--- config.mk ---
export PLATFORM = sky130hd
export DESIGN_NAME = seq_shifter_flat
export DESIGN_NICKNAME = d
export VERILOG_FILES = /design/src/rtl/seq_shifter_if.sv /design/src/rtl/seq_shifter.sv /design/src/flat_wrapper.sv
export SDC_FILE = /design/constraint.sdc
export NUM_CORES = 1
export LEC_CHECK = 0
export CORE_UTILIZATION = 45
export DETAILED_ROUTE_END_ITERATION = 8
export PLACE_DENSITY = 0.87
export SYNTH_ARGS = -nofsm -noshare
export SYNTH_HDL_FRONTEND = slang
export SYNTH_SLANG_ARGS = --single-unit
--- constraint.sdc ---
create_clock -name clk -period 1.65 [get_ports clk]
set_input_delay 0.33 -clock clk [delete_from_list [all_inputs] [get_ports clk]]
set_output_delay 0.33 -clock clk [all_outputs]
set_load 0.01 [all_outputs]
--- src/rtl/seq_shifter_if.sv ---
// Request/response bundle for the iterative shifter: operand and mode in,
// result/flags out, each direction with its own valid/ready pair.
interface seq_shifter_if #(
    parameter int WIDTH   = 16,
    parameter int SHAMT_W = $clog2(WIDTH)
) ();
    logic               in_valid;
    logic               in_ready;
    logic [2:0]         Control;
    logic [WIDTH-1:0]   A;
    logic [SHAMT_W-1:0] Amount;
    logic               out_valid;
    logic               out_ready;
    logic [WIDTH-1:0]   Answer;
    logic               Cout;
    logic               Err;
    logic               Busy;

    modport master (
        output in_valid, Control, A, Amount, out_ready,
        input  in_ready, out_valid, Answer, Cout, Err, Busy
    );

    modport slave (
        input  in_valid, Control, A, Amount, out_ready,
        output in_ready, out_valid, Answer, Cout, Err, Busy
    );
endinterface

--- src/rtl/seq_shifter.sv ---
// Multi-cycle shift unit: SLL/SRL/SRA/ROL/ROR, one bit position per clock,
// IDLE -> SHIFT -> DONE with a held result until the consumer takes it.
module seq_shifter #(
    parameter int WIDTH   = 16,
    parameter int SHAMT_W = $clog2(WIDTH)
) (
    input  logic          clk,
    input  logic          rst,
    seq_shifter_if.slave  bus
);
    typedef enum logic [1:0] {
        S_IDLE  = 2'b00,
        S_SHIFT = 2'b01,
        S_DONE  = 2'b10
    } state_t;

    localparam logic [2:0] C_SLL = 3'b000;
    localparam logic [2:0] C_SRL = 3'b001;
    localparam logic [2:0] C_SRA = 3'b010;
    localparam logic [2:0] C_ROL = 3'b011;
    localparam logic [2:0] C_ROR = 3'b100;
    localparam logic [2:0] C_RSV = 3'b101;

    state_t             r_state;
    logic [WIDTH-1:0]   r_answer;
    logic               r_cout;
    logic               r_err;
    logic [2:0]         r_ctrl;
    logic [SHAMT_W-1:0] r_cnt;
    logic [WIDTH:0]     w_step;

    // One-bit step of the selected mode; returns {bit shifted out, new value}.
    function automatic logic [WIDTH:0] shift_step(input logic [2:0] mode,
                                                  input logic [WIDTH-1:0] val);
        logic [WIDTH:0] res;
        case (mode)
            C_SLL:   res = {val[WIDTH-1], val[WIDTH-2:0], 1'b0};
            C_SRL:   res = {val[0], 1'b0, val[WIDTH-1:1]};
            C_SRA:   res = {val[0], val[WIDTH-1], val[WIDTH-1:1]};
            C_ROL:   res = {val[WIDTH-1], val[WIDTH-2:0], val[WIDTH-1]};
            C_ROR:   res = {val[0], val[0], val[WIDTH-1:1]};
            default: res = {1'b0, val};
        endcase
        return res;
    endfunction

    assign w_step = shift_step(r_ctrl, r_answer);

    // Control FSM and result datapath.
    always_ff @(posedge clk) begin
        if (rst) begin
            r_state  <= S_IDLE;
            r_answer <= {WIDTH{1'b0}};
            r_cout   <= 1'b0;
            r_err    <= 1'b0;
            r_ctrl   <= 3'b000;
            r_cnt    <= {SHAMT_W{1'b0}};
        end else begin
            case (r_state)
                S_IDLE: begin
                    if (bus.in_valid) begin
                        r_answer <= bus.A;
                        r_ctrl   <= bus.Control;
                        r_cnt    <= bus.Amount;
                        r_cout   <= 1'b0;
                        r_err    <= (bus.Control >= C_RSV);
                        // Zero distance and reserved modes complete with the operand unchanged.
                        if ((bus.Amount == {SHAMT_W{1'b0}}) || (bus.Control >= C_RSV)) begin
                            r_state <= S_DONE;
                        end else begin
                            r_state <= S_SHIFT;
                        end
                    end else begin
                        r_state <= S_IDLE;
                    end
                end
                S_SHIFT: begin
                    r_answer <= w_step[WIDTH-1:0];
                    r_cout   <= w_step[WIDTH];
                    r_cnt    <= r_cnt - SHAMT_W'(1);
                    if (r_cnt == SHAMT_W'(1)) begin
                        r_state <= S_DONE;
                    end else begin
                        r_state <= S_SHIFT;
                    end
                end
                S_DONE: begin
                    if (bus.out_ready) begin
                        r_state <= S_IDLE;
                    end else begin
                        r_state <= S_DONE;
                    end
                end
                default: begin
                    r_state <= S_IDLE;
                end
            endcase
        end
    end

    assign bus.in_ready  = (r_state == S_IDLE);
    assign bus.out_valid = (r_state == S_DONE);
    assign bus.Busy      = (r_state != S_IDLE);
    assign bus.Answer    = r_answer;
    assign bus.Cout      = r_cout;
    assign bus.Err       = r_err;
endmodule

--- src/flat_wrapper.sv ---
// flat-port wrapper written by rule: the top's interface ports become plain ports
module seq_shifter_flat 
#(
    parameter int WIDTH   = 16,
    parameter int SHAMT_W = $clog2(WIDTH)
)
  (clk, rst, bus_in_valid, bus_Control, bus_A, bus_Amount, bus_out_ready, bus_in_ready, bus_out_valid, bus_Answer, bus_Cout, bus_Err, bus_Busy);
  seq_shifter_if #(.WIDTH(WIDTH), .SHAMT_W(SHAMT_W)) bus_i ();
  input  logic clk;
  input  logic rst;
  input wire logic [$bits(bus_i.in_valid)-1:0] bus_in_valid;
  input wire logic [$bits(bus_i.Control)-1:0] bus_Control;
  input wire logic [$bits(bus_i.A)-1:0] bus_A;
  input wire logic [$bits(bus_i.Amount)-1:0] bus_Amount;
  input wire logic [$bits(bus_i.out_ready)-1:0] bus_out_ready;
  output wire logic [$bits(bus_i.in_ready)-1:0] bus_in_ready;
  output wire logic [$bits(bus_i.out_valid)-1:0] bus_out_valid;
  output wire logic [$bits(bus_i.Answer)-1:0] bus_Answer;
  output wire logic [$bits(bus_i.Cout)-1:0] bus_Cout;
  output wire logic [$bits(bus_i.Err)-1:0] bus_Err;
  output wire logic [$bits(bus_i.Busy)-1:0] bus_Busy;
  assign bus_i.in_valid = bus_in_valid;
  assign bus_i.Control = bus_Control;
  assign bus_i.A = bus_A;
  assign bus_i.Amount = bus_Amount;
  assign bus_i.out_ready = bus_out_ready;
  assign bus_in_ready = bus_i.in_ready;
  assign bus_out_valid = bus_i.out_valid;
  assign bus_Answer = bus_i.Answer;
  assign bus_Cout = bus_i.Cout;
  assign bus_Err = bus_i.Err;
  assign bus_Busy = bus_i.Busy;
  seq_shifter #(.WIDTH(WIDTH), .SHAMT_W(SHAMT_W)) u_core (.clk(clk), .rst(rst), .bus(bus_i));
endmodule
==> qor.yml <==
clock_skew_ns: 0.0122
n_antenna_cell: 0
synth_largest_area_cell: "dfxtp_1"
gr-total-overflow: 0
wl_mm: 4.40
cp_cell_sequence: "clkdlybuf4s50_1"
slew_viol_final: 0
clk_pin_slew_ns: 0.11
setup_viol_count_final: 0
synth_area_leaders: "dfxtp_1 32%, mux2_1 6.8%, a222oi_1 6.6%"
timing.setup.tns_ns: 0
grt_max_degree: 18
cts.sinks: 27
syn_area_per_cell_um2: 9.27
synth-main-ff-cell: "dfxtp_1"
slowest_stage: "clkdlybuf4s50_1"
fillCellCount: 292
initial_utilization_pct: 48.5
hold_violations: 0
critPathLaunchType: "register"
crit_family: "buffers and inverters"
grt_pass1_vias: 1438
dieHeight_um: 62.9
cts_buffers: 3
rsz0062_at_grt: "false"
vias: 1645
synth_edf_count: 0
yosysUniqueCellTypes: 46
worst_slack_ns: 0.0266
path_max_fanout: 5
ir_worst_vdd_mv: 0.347
clockBufferDepth: 2
wl_per_cell_um: 15.8
required_ns: 1.32
syn_area_mm2: 0.00167
path_buf_inv: 1
cts_tree: "done"
ios: 48
via_per_inst: 5.90
hp-class: "register to register"
clk_latency_ns: 0.29
ff2ff_setup_slack_ns: 0.06
cts_hold_buf: 0
postRouteAntennaNets: 0
syn_nets: 209
p_leak_nw: 0.851
syn_inst: 180
drtPass1Iterations: 7
antenna_found_initial: 0
status: "finished clean"
power_density_mw_per_mm2: 821
worst_slew_pin_slew_ns: 0.411
syn2layout_area_growth_pct: 36.6
ys_warn_count: 0
dieArea_mm2: 0.00395
worst-setup-path-type: "register to output pin"
power.total_mw: 1.87
maxCapViolCount: 0
cts-root-buf: "clkbuf_8"
io_buffers: 47
layout.nets: 263
netlist.area_leader.share_pct: 32.4
final_util_pct: 66.2
relSlewSlack_pct: 72.2
drt_iter0_drc: 217
fin_crit_sh_pct: 98.4
place_ws_ns: -0.115
drive_gt1_share_pct: 19.3
cp.arrival_ns: 1.29
hold_ws_ns: 0.509
seq_area_frac_synth_pct: 32.4
crit_path_end_kind: "output pin"
max_stage_delay_ns: 0.57
chipWidth_um: 62.9
dp_hpwl_mm: 3.01
rows: 21
route.detailed.drc: 0
htree_num_levels: 1
gr-usage-all-layers_pct: 22.1
ys_seq_elements: 27
grt_pass1_wl_mm: 6.94
core-area_mm2: 0.00344
synth-async-reset-ratio_pct: 0
gp_congestion: 0.798
finalCriticalPeriod_ns: 1.62
timing.fmax_mhz: 616
[per-layer routing]
layer	vias to the layer above	track usage (%)	wire, um
met5	-	0	0
met4	0	9.59	93
met3	9	1.64	247
met2	75	37.1	2120
li1	784	-	-
met1	777	28.8	1940
[tightest hold or removal path: stages, from the launching register on]
cell and delay, ns:
dfxtp_1 0.35, a21oi_1 0.06, nor2_1 0.07
[power by group]
group	switching [mW]	internal (mW)	leakage [nW]
clock network	0.238	0.173	0.0217
logic	0.292	0.367	0.604
registers	0.0826	0.719	0.225
total	0.612	1.26	0.851
[final timing paths]
check | start | endpoint | cells after the start
setup / recovery | u_core.bus.Answer[5]$_SDFFE_PP0P_ | bus_Answer[5] | 1
hold / removal | u_core.bus.Err$_SDFFE_PP0P_ | u_core.bus.Err$_SDFFE_PP0P_ | 2
setup reg to reg | u_core.r_state[0]$_SDFF_PP0_ | u_core.bus.Answer[15]$_SDFFE_PP0P_ | 6
hold reg to reg | u_core.bus.Err$_SDFFE_PP0P_ | u_core.bus.Err$_SDFFE_PP0P_ | 2
[registers in the layout, indices dropped and copies added, names as in the netlist]
register,flops
u_core.bus.Cout,1
u_core.bus.Err,1
u_core.r_ctrl,3
u_core.r_state,2
u_core.r_cnt,4
u_core.bus.Answer,16
[cells in the mapped netlist, types with 2 or more instances]
master,number
nand3b_1,2
nand2b_1,3
nor2_1,9
buf_2,3
a21oi_1,21
buf_6,8
o21ai_0,2
clkbuf_1,2
a221oi_1,4
nand2_1,27
a222oi_1,11
nor3_1,2
buf_4,2
mux2i_1,2
a2bb2oi_1,3
nand3_1,3
inv_1,4
ha_1,2
mux2_1,10
a211oi_1,5
dfxtp_1,27
mux2_2,4
[timing repair]
item	in CTS	in global routing
resized for setup	3	7
buffers inserted	3	0
pin swaps	1	0
setup endpoints to repair	4	7
[cells in the final DEF, fill, tap and decap left out, types with 4 or more instances in the layout]
cell type / count
nand2_1: 27
clkdlybuf4s50_1: 44
a21oi_1: 21
dfxtp_1: 20
a222oi_1: 11
dfxtp_2: 7
mux2_2: 4
a221oi_1: 4
mux2_1: 10
nor2_1: 9
a211oi_1: 5
inv_1: 4
buf_4: 16
[cell families (layout without fill, tap and decap cells)]
logic type | Yosys count | count (layout) | share of synthesized area (%)
flip-flops | 27 | 27 | 32.4
adder cells (fa/ha/maj) | 2 | 2 | 1.50
XOR/XNOR | 1 | 1 | 1.65
buffers and inverters | 20 | 73 | 8.78
AND/OR/NAND/NOR | 56 | 56 | 18.2
AO/OA/AOI/OAI | 58 | 58 | 26.9
multiplexers | 16 | 16 | 10.7
[area by class of cell]
class	instances	area [um^2]	area share, %
multi-input combinational	133	981	43.1
timing repair buffer	65	627	27.5
sequential	27	549	24.1
tap	46	57.6	2.53
clock buffer	3	41.3	1.81
inverter	4	15.0	0.659
clock inverter	1	7.51	0.329
[per-stage QoR]
step                      cell area, um^2  cells
final                                2280    279
after global routing                 2280    279
after CTS                            2270    279
after detailed placement             2190    272
after global placement               2190    272
after floorplan                      1670    180
Note: power is estimated with default switching activity, not from simulation.
